$ cat config.mk
export PLATFORM = sky130hd
export DESIGN_NAME = m23xx1024_mem_arbiter
export DESIGN_NICKNAME = d
export VERILOG_FILES = /design/src/rtl/m23xx1024_mem_arbiter.sv
export SDC_FILE = /design/constraint.sdc
export NUM_CORES = 1
export LEC_CHECK = 0
export ABC_AREA = 1
export BUFFER_PORTS_ARGS = -buffer_cell sky130_fd_sc_hd__buf_4
export CORE_MARGIN = 2
export CORE_UTILIZATION = 45
export DETAILED_ROUTE_END_ITERATION = 16
export GPL_TIMING_DRIVEN = 0
export PLACE_DENSITY = 0.72
export SYNTH_ARGS = -nofsm -noshare
export SYNTH_HDL_FRONTEND = slang
export SYNTH_SLANG_ARGS = --single-unit
$ cat constraint.sdc
create_clock -name clk -period 1.95 [get_ports clk]
set_clock_uncertainty 0.1 [all_clocks]
set_input_delay 0 -clock clk [delete_from_list [all_inputs] [get_ports clk]]
set_output_delay 0 -clock clk [all_outputs]
set_load 0.03 [all_outputs]
$ cat src/rtl/m23xx1024_mem_arbiter.sv
`default_nettype none
// ============================================================================
// Module   : m23xx1024_mem_arbiter
// Purpose  : Two-port arbiter sharing one M23XX1024 serial SRAM controller
//            between the 8051 external-memory bridge (port 0) and the Si3000
//            audio sample DMA (port 1). Audio has fixed priority, bounded by a
//            starvation limit. A watchdog aborts transactions whose done
//            never arrives.
// Ports    : clk, reset (async, active-high)
//            req0/1, we0/1, addr0/1[16:0], wdata0/1[7:0]  - requester inputs
//            ack0/1, err, rdata[7:0]                       - requester outputs
//            mem_start, mem_we, mem_addr, mem_wdata, mem_abort - to controller
//            mem_done, mem_rdata                           - from controller
//            busy, grant[1:0]                              - status
// Revision : 1.0 - initial release
// ============================================================================
module m23xx1024_mem_arbiter #(
  parameter int MAX_CONSEC     = 4,
  parameter int TIMEOUT_CYCLES = 1023
) (
  input  logic        clk,
  input  logic        reset,
  input  logic        req0,
  input  logic        req1,
  input  logic        we0,
  input  logic        we1,
  input  logic [16:0] addr0,
  input  logic [16:0] addr1,
  input  logic [7:0]  wdata0,
  input  logic [7:0]  wdata1,
  output logic        ack0,
  output logic        ack1,
  output logic        err,
  output logic [7:0]  rdata,
  output logic        mem_start,
  output logic        mem_we,
  output logic [16:0] mem_addr,
  output logic [7:0]  mem_wdata,
  input  logic        mem_done,
  input  logic [7:0]  mem_rdata,
  output logic        mem_abort,
  output logic        busy,
  output logic [1:0]  grant
);

  // Starvation counter is at least 3 bits wide, wider if the limit needs it.
  localparam int CNT_W = ($clog2(MAX_CONSEC + 1) > 3) ? $clog2(MAX_CONSEC + 1) : 3;
  localparam int TMO_W = $clog2(TIMEOUT_CYCLES + 1);

  localparam logic [CNT_W-1:0] CONSEC_LIMIT = CNT_W'(MAX_CONSEC);
  // Counter value seen during the last permitted WAIT cycle.
  localparam logic [TMO_W-1:0] TMO_LAST     = TMO_W'(TIMEOUT_CYCLES - 1);

  typedef enum logic [1:0] {
    ST_IDLE  = 2'd0,
    ST_ISSUE = 2'd1,
    ST_WAIT  = 2'd2,
    ST_ACK   = 2'd3
  } state_t;

  state_t           state;
  logic [CNT_W-1:0] consec_cnt;
  logic [TMO_W-1:0] tmo_cnt;
  logic             timed_out;
  logic             pick1;

  // Port 1 wins unless port 0 is waiting and audio has used up its run.
  always_comb begin
    pick1 = req1 && !(req0 && (consec_cnt == CONSEC_LIMIT));
  end

  always_ff @(posedge clk or posedge reset) begin
    if (reset) begin
      state      <= ST_IDLE;
      consec_cnt <= '0;
      tmo_cnt    <= '0;
      timed_out  <= 1'b0;
      ack0       <= 1'b0;
      ack1       <= 1'b0;
      err        <= 1'b0;
      rdata      <= 8'h00;
      mem_start  <= 1'b0;
      mem_we     <= 1'b0;
      mem_addr   <= 17'h0;
      mem_wdata  <= 8'h00;
      mem_abort  <= 1'b0;
      busy       <= 1'b0;
      grant      <= 2'b00;
    end else begin
      // Pulse outputs default low; each is raised for exactly one cycle.
      mem_start <= 1'b0;
      mem_abort <= 1'b0;
      ack0      <= 1'b0;
      ack1      <= 1'b0;
      err       <= 1'b0;

      case (state)
        ST_IDLE: begin
          if (req0 || req1) begin
            if (pick1) begin
              grant     <= 2'b10;
              mem_we    <= we1;
              mem_addr  <= addr1;
              mem_wdata <= wdata1;
              if (req0) begin
                if (consec_cnt != {CNT_W{1'b1}}) begin
                  consec_cnt <= consec_cnt + 1'b1;
                end
              end else begin
                consec_cnt <= '0;
              end
            end else begin
              grant      <= 2'b01;
              mem_we     <= we0;
              mem_addr   <= addr0;
              mem_wdata  <= wdata0;
              consec_cnt <= '0;
            end
            mem_start <= 1'b1;
            busy      <= 1'b1;
            state     <= ST_ISSUE;
          end
        end

        ST_ISSUE: begin
          tmo_cnt   <= '0;
          timed_out <= 1'b0;
          state     <= ST_WAIT;
        end

        ST_WAIT: begin
          if (timed_out) begin
            // Abort pulse has been issued in the previous cycle; report now.
            ack0      <= grant[0];
            ack1      <= grant[1];
            err       <= 1'b1;
            rdata     <= 8'hFF;
            timed_out <= 1'b0;
            state     <= ST_ACK;
          end else if (mem_done) begin
            // Done takes precedence over a coincident expiry.
            ack0  <= grant[0];
            ack1  <= grant[1];
            err   <= 1'b0;
            rdata <= mem_rdata;
            state <= ST_ACK;
          end else if (tmo_cnt == TMO_LAST) begin
            mem_abort <= 1'b1;
            timed_out <= 1'b1;
          end else begin
            tmo_cnt <= tmo_cnt + 1'b1;
          end
        end

        ST_ACK: begin
          grant <= 2'b00;
          busy  <= 1'b0;
          state <= ST_IDLE;
        end

        default: begin
          grant <= 2'b00;
          busy  <= 1'b0;
          state <= ST_IDLE;
        end
      endcase
    end
  end

endmodule
`default_nettype wire

==> results of run 1 <==
final timing paths:
path	endpoint	depth (start not counted)	from
max	mem_wdata[2]	8	state[0]
min	consec_cnt[2]	5	req0
max reg2reg	mem_wdata[2]	8	state[0]
min reg2reg	rdata[2]	2	rdata[2]
max in group asynchronous	mem_wdata[4]	4	reset
min in group asynchronous	mem_addr[14]	3	reset
sequential cells by signal, indices dropped and copies added (netlist names):
signal      count
busy            1
timed_out       1
mem_we          1
ack0            1
grant           2
state           2
consec_cnt      3
mem_wdata       8
err             1
ack1            1
mem_abort       1
rdata           8
mem_start       1
tmo_cnt        10
mem_addr       17
stage by stage:
stage	util	total power, W	area, µm²	hold WS [ns]	TNS (ns)
after floorplan	-	0.00397	2830	0.0411	0
after global routing	0.763	0.00674	4570	0.0701	-0.0372
after global placement	0.621	0.00500	3720	0.162	-20.99
final	0.763	0.00635	4570	0.0206	0
after detailed placement	0.624	0.00508	3740	-0.0202	0
after CTS	0.762	0.00633	4560	0.00901	0
logic make-up (layout without fill, tap and decap cells):
family                   Yosys count  count (layout)  share of synthesized area
AND/OR/NAND/NOR                  145             145                      0.225
flip-flops                        58              58                      0.513
XOR/XNOR                           1               1                    0.00310
buffers and inverters             41             225                     0.0690
AO/OA/AOI/OAI                     79              79                      0.151
adder cells (fa/ha/maj)            9               9                     0.0398
power groups by stage:
stage	sequential, W	combinational, W	clock (W)
detailed placement	0.00200	0.00308	0
global route	0.00206	0.00346	0.00121
finish	0.00200	0.00321	0.00114
CTS	0.00198	0.00319	0.00116
global placement	0.00198	0.00301	0
floorplan	0.00274	0.00124	0
metal layers:
layer | GRT usage | wire (µm) | up-vias
met5 | 0 | 0 | -
met4 | 0.130 | 272 | 0
met3 | 0.0467 | 481 | 30
met2 | 0.432 | 4360 | 125
met1 | 0.302 | 3430 | 1391
li1 | - | - | 1443
worst reg2reg max path: stages (launching register included):
cell and delay (ns):
dfrtp_1 0.40, inv_1 0.12, ha_1 0.22, inv_1 0.08
nor2_2 0.17, buf_4 0.21, buf_4 0.20, nor2_1 0.09
a21oi_1 0.14
what timing repair did:
action | 4_1_cts | 5_1_grt
hold buffers | 62 | 0
setup endpoints to repair | 0 | 2
gates resized for setup | 0 | 1
endpoints found under the hold margin | 62 | 0
cells in the final DEF (no fill, tap or decap), drive strengths merged:
| cell | instances |
|---|---|
| buf | 119 |
| nand2 | 72 |
| dlygate4sd3 | 62 |
| dfrtp | 58 |
| a21oi | 56 |
| nor2 | 50 |
| inv | 27 |
| o21ai | 20 |
| nand3 | 15 |
| clkbuf | 15 |
| ha | 9 |
| nand4 | 5 |
| o22ai | 2 |
| nor3 | 1 |
| nand3b | 1 |
| nor3b | 1 |
| xnor2 | 1 |
| a22oi | 1 |
| bufinv | 1 |
| clkinv | 1 |
layout make-up:
| cell class | count | area, µm² | area share |
|---|---|---|---|
| Clock inverter | 2 | 35.0 | 0.00767 |
| Timing Repair Buffer | 169 | 1440 | 0.314 |
| Tap cell | 75 | 93.8 | 0.0205 |
| Clock buffer | 13 | 169 | 0.0370 |
| Inverter | 27 | 101 | 0.0222 |
| Buffer | 14 | 93.8 | 0.0205 |
| Sequential cell | 58 | 1450 | 0.318 |
| Multi-Input combinational cell | 234 | 1190 | 0.260 |
==> impl_metrics.toml, run 1 <==
[worst_setup_path]
endpoint_kind = "flop"
crit_family = "buffers and inverters"
critical_path.cell_chain = "inv_1, ha_1, inv_1, nor2_2, buf_4, buf_4, nor2_1, a21oi_1"
path_max_fanout = 10
cp_num_buf_inv = 4
worstSetupStartpointType = "flop"
critical_path_class = "reg2reg"
rrSetupSlack_ns = 0.13
max_stage_delay_ns = 0.40
critPathRequiredTime_ns = 2.11
slowest_stage = "dfrtp_1"
arrival_ns = 1.98

[logic_synthesis]
synth_area_leaders = "dfrtp_1, a21oi_1, nand2_1"
synthCells = 333
synth_area_um2 = 2830
netlist_top_cells_count = "nand2_1, dfrtp_1, a21oi_1"
synth_enable_flop_cells = 0
yosysMostFrequentCell = "nand2_1"
ys_types = 28
postSynthAreaPerCell_um2 = 8.50
ys_ff_latch = 58
syn-num-nets = 407
seq_area_frac_synth = 0.513
yosysTopAreaCell = "dfrtp_1"
async_reset_ff_frac = 1.00
ys_warn_count = 0
ys.flop_type = "dfrtp_1"
yosysTopAreaCellShare = 0.513

[drt]
drt-total-wl_um = 8550
post_drt_wl_per_cell_um = 14.4
detail-route-antenna-nets = 0
drt_iter0_drc = 267
via_count = 2989
drc_errors = 0
dr.pass1.iters = 5
via_per_inst = 5.05

[cts]
clock-sinks = 58
cts_root_buf = "clkbuf_8"
cts-htree-levels = 3
clock_latency_ns = 0.34
clkTransAtPathRegs_ns = 0.07
cts_tree = "done"
cts_buffers = 9
postCtsSetupRepairBufs = 0
clockBufferDepth = 2

[layout]
antennaDiodeCount = 0
drive_above_1_share = 0.300
stdcell_count = 592
fillers = 411
fin_nets = 587
syn2layout_area_growth_pct = 61.4

[power]
switching_share = 0.433
seq_power_share = 0.315
p_leak_nw = 2.23
ir_worst_vdd_uv = 818
switching_power_w = 0.00275
intPower_w = 0.00360
p_per_area_nw_per_um2 = 1390
clock_power_share = 0.179
power_frac_comb = 0.506

[floorplanning]
initial_utilization = 0.472
rows = 28
die_w_um = 83.3
coreArea_um2 = 5990
die-area_um2 = 6940
dieHeight_um = 83.3
io_pins = 107

[grt]
grt_pass1_wl_um = 14000
grt_use_total = 0.252
antenna_found_initial = 0
gr-total-overflow = 0
grt_pass1_vias = 2999
grt_max_degree = 36

[run]
drv_cap = 0

[timing]
worstMarginPinSlew_ns = 0.525
finalCritPeriodShare = 0.932
fin_crit_ns = 1.82
fmaxAchievable_ghz = 0.550
drv_slew = 0
setup_viol = 0
slew_headroom = 0.650
rsz0062_at_grt = "yes"
finalWorstSetupSlack_ns = 0.132
final-hold-violation-count = 0

[place]
dp_slack_ns = 0.173
gp_congestion = 0.795
dp.cells = 515
io_buffers = 106
dp_hpwl_um = 5330

[status]
status = "complete, no violations"

[hold_path]
hp-class = "in2reg"
Power figures use the tool's default switching activity.
==> run 2: changes to the inputs <==
- HOLD_SLACK_MARGIN: default -> 0.02
- clock period: 1.95 -> 2.2 ns (I/O delays scaled with it)
==> impl_metrics.toml, run 2 (synthesis gave the netlist of run 1 again) <==
[hold_path]
hold_path.startpoint = "req1"
min_to = "state[1]"
hp-class = "in2reg"
holdPathStages = 6

[grt]
grt_pass1_vias = 2988
antenna_found_initial = 0
grt_use_total = 0.255
grt_pass1_wl_um = 14200
gr-total-overflow = 0
grt_max_degree = 36

[worst_setup_path]
r2r-end = "mem_addr[2]"
arrival_ns = 2.24
rrSetupSlack_ns = 0.08
r2r.worst_path.cells = 8
critical_path_class = "reg2reg"
endpoint_kind = "flop"
worstSetupStartpointType = "flop"
path_max_fanout = 9
r2r_start = "state[0]"
critPathRequiredTime_ns = 2.32

[drt]
via_count = 2999
detail-route-antenna-nets = 0
drc_errors = 0
drt_iter0_drc = 303
dr.pass1.iters = 4
met1Wirelength_um = 3530
dr_wl_met2_um = 4420
drt-total-wl_um = 8580
via_per_inst = 5.06
highest_layer = "met4"
dr_wl_met3_um = 417
post_drt_wl_per_cell_um = 14.5

[floorplanning]
initial_utilization = 0.472
coreArea_um2 = 5990
io_pins = 107
dieHeight_um = 83.3
rows = 28
die_w_um = 83.3
die-area_um2 = 6940

[layout]
antennaDiodeCount = 0
fillers = 411
post-route-util = 0.765
regMostFlops = "mem_addr"
layout_common_cells = "buf_4, nand2_1, dlygate4sd3_1"
layout_commonest_cell = "buf_4"
fin_nets = 588
syn2layout_area_growth_pct = 62.0
top_regs = "mem_addr x17, tmo_cnt x10"
drive_above_1_share = 0.299
largest_register_ffs = 17

[timing]
tns_ns = 0
fin_crit_ns = 2.12
finalCritPeriodShare = 0.963
fmaxAchievable_ghz = 0.472
finalWorstSetupSlack_ns = 0.0808
slew_headroom = 0.649
hold_ws_ns = 0.0582
final-hold-violation-count = 0
worstMarginPinSlew_ns = 0.526
setup_viol = 0
drv_slew = 0

[place]
gp_congestion = 0.795
dp_slack_ns = 0.423
io_buffers = 106
dp_hpwl_um = 5330

[power]
p_leak_nw = 2.24
p_per_area_nw_per_um2 = 1250
ir_worst_vdd_uv = 739

[cts]
clock-sinks = 58
cts_tree = "done"
cts_buffers = 9
cts_root_buf = "clkbuf_8"
cts-htree-levels = 3
postCtsSetupRepairBufs = 0
clkTransAtPathRegs_ns = 0.06
clockBufferDepth = 2
clock_latency_ns = 0.34

[status]
status = "complete, no violations"

[run]
drv_cap = 0
## run 2: changes by cell type in the layout (fill, tap and decap cells not counted), sizes merged
cell | previous run | this run
dlygate4sd3 | 62 | 63
## run 2: layer usage
metal	track usage	up-vias
li1	-	1443
met1	0.311	1429
met2	0.435	106
met3	0.0487	21
met4	0.121	0
met5	0	-
## run 2: worst max-delay path: stages (launching register included)
cell	delay, ns
dfrtp_1	0.40
inv_1	0.12
ha_2	0.21
inv_1	0.08
nor2_4	0.16
inv_2	0.11
a21oi_1	0.14
a21oi_1	0.09
dlygate4sd3_1	0.57
## run 2: cell type report
class | count | area (µm²) | share of cell area
buffer | 14 | 97.6 | 0.0213
clock buffer | 13 | 169 | 0.0368
clock inverter | 2 | 35.0 | 0.00764
inverter | 27 | 101 | 0.0221
multi-input combinational | 234 | 1190 | 0.260
sequential | 58 | 1450 | 0.317
tap | 75 | 93.8 | 0.0205
timing repair buffer | 170 | 1450 | 0.315
## run 2: stage by stage
| stage | instance area, µm² | total power [W] | std cells |
|---|---|---|---|
| 2_1_floorplan | 2830 | 0.00352 | 333 |
| 3_3_place_gp | 3720 | 0.00443 | 514 |
| 3_5_place_dp | 3740 | 0.00450 | 515 |
| 4_1_cts | 4570 | 0.00570 | 593 |
| 5_1_grt | 4590 | 0.00610 | 593 |
| 6_report | 4590 | 0.00575 | 593 |
## run 2: power by group
group	switching (W)	internal, W	leakage [nW]
Sequential	0.000274	0.00150	0.707
Combinational	0.00179	0.00118	1.42
Clock	0.000400	0.000608	0.106
## run 2: worst max-delay path by stage
stage / cells past startpoint / endpoint / slack, ns / start
finish: 8 / mem_addr[2] / 0.08 / state[0]
global route: 8 / mem_addr[7] / -0.02 / state[0]
CTS: 8 / mem_addr[2] / 0.12 / state[0]
detailed placement: 10 / tmo_cnt[9] / 0.42 / state[0]
global placement: 2 / mem_addr[6] / -0.11 / reset
floorplan: 10 / tmo_cnt[6] / 0.64 / state[0]
## run 2: repair_timing
action	4_1_cts	5_1_grt
gates resized for setup	0	3
endpoints found under the hold margin	66	0
endpoints found under the setup margin	0	5
hold buffers	63	0
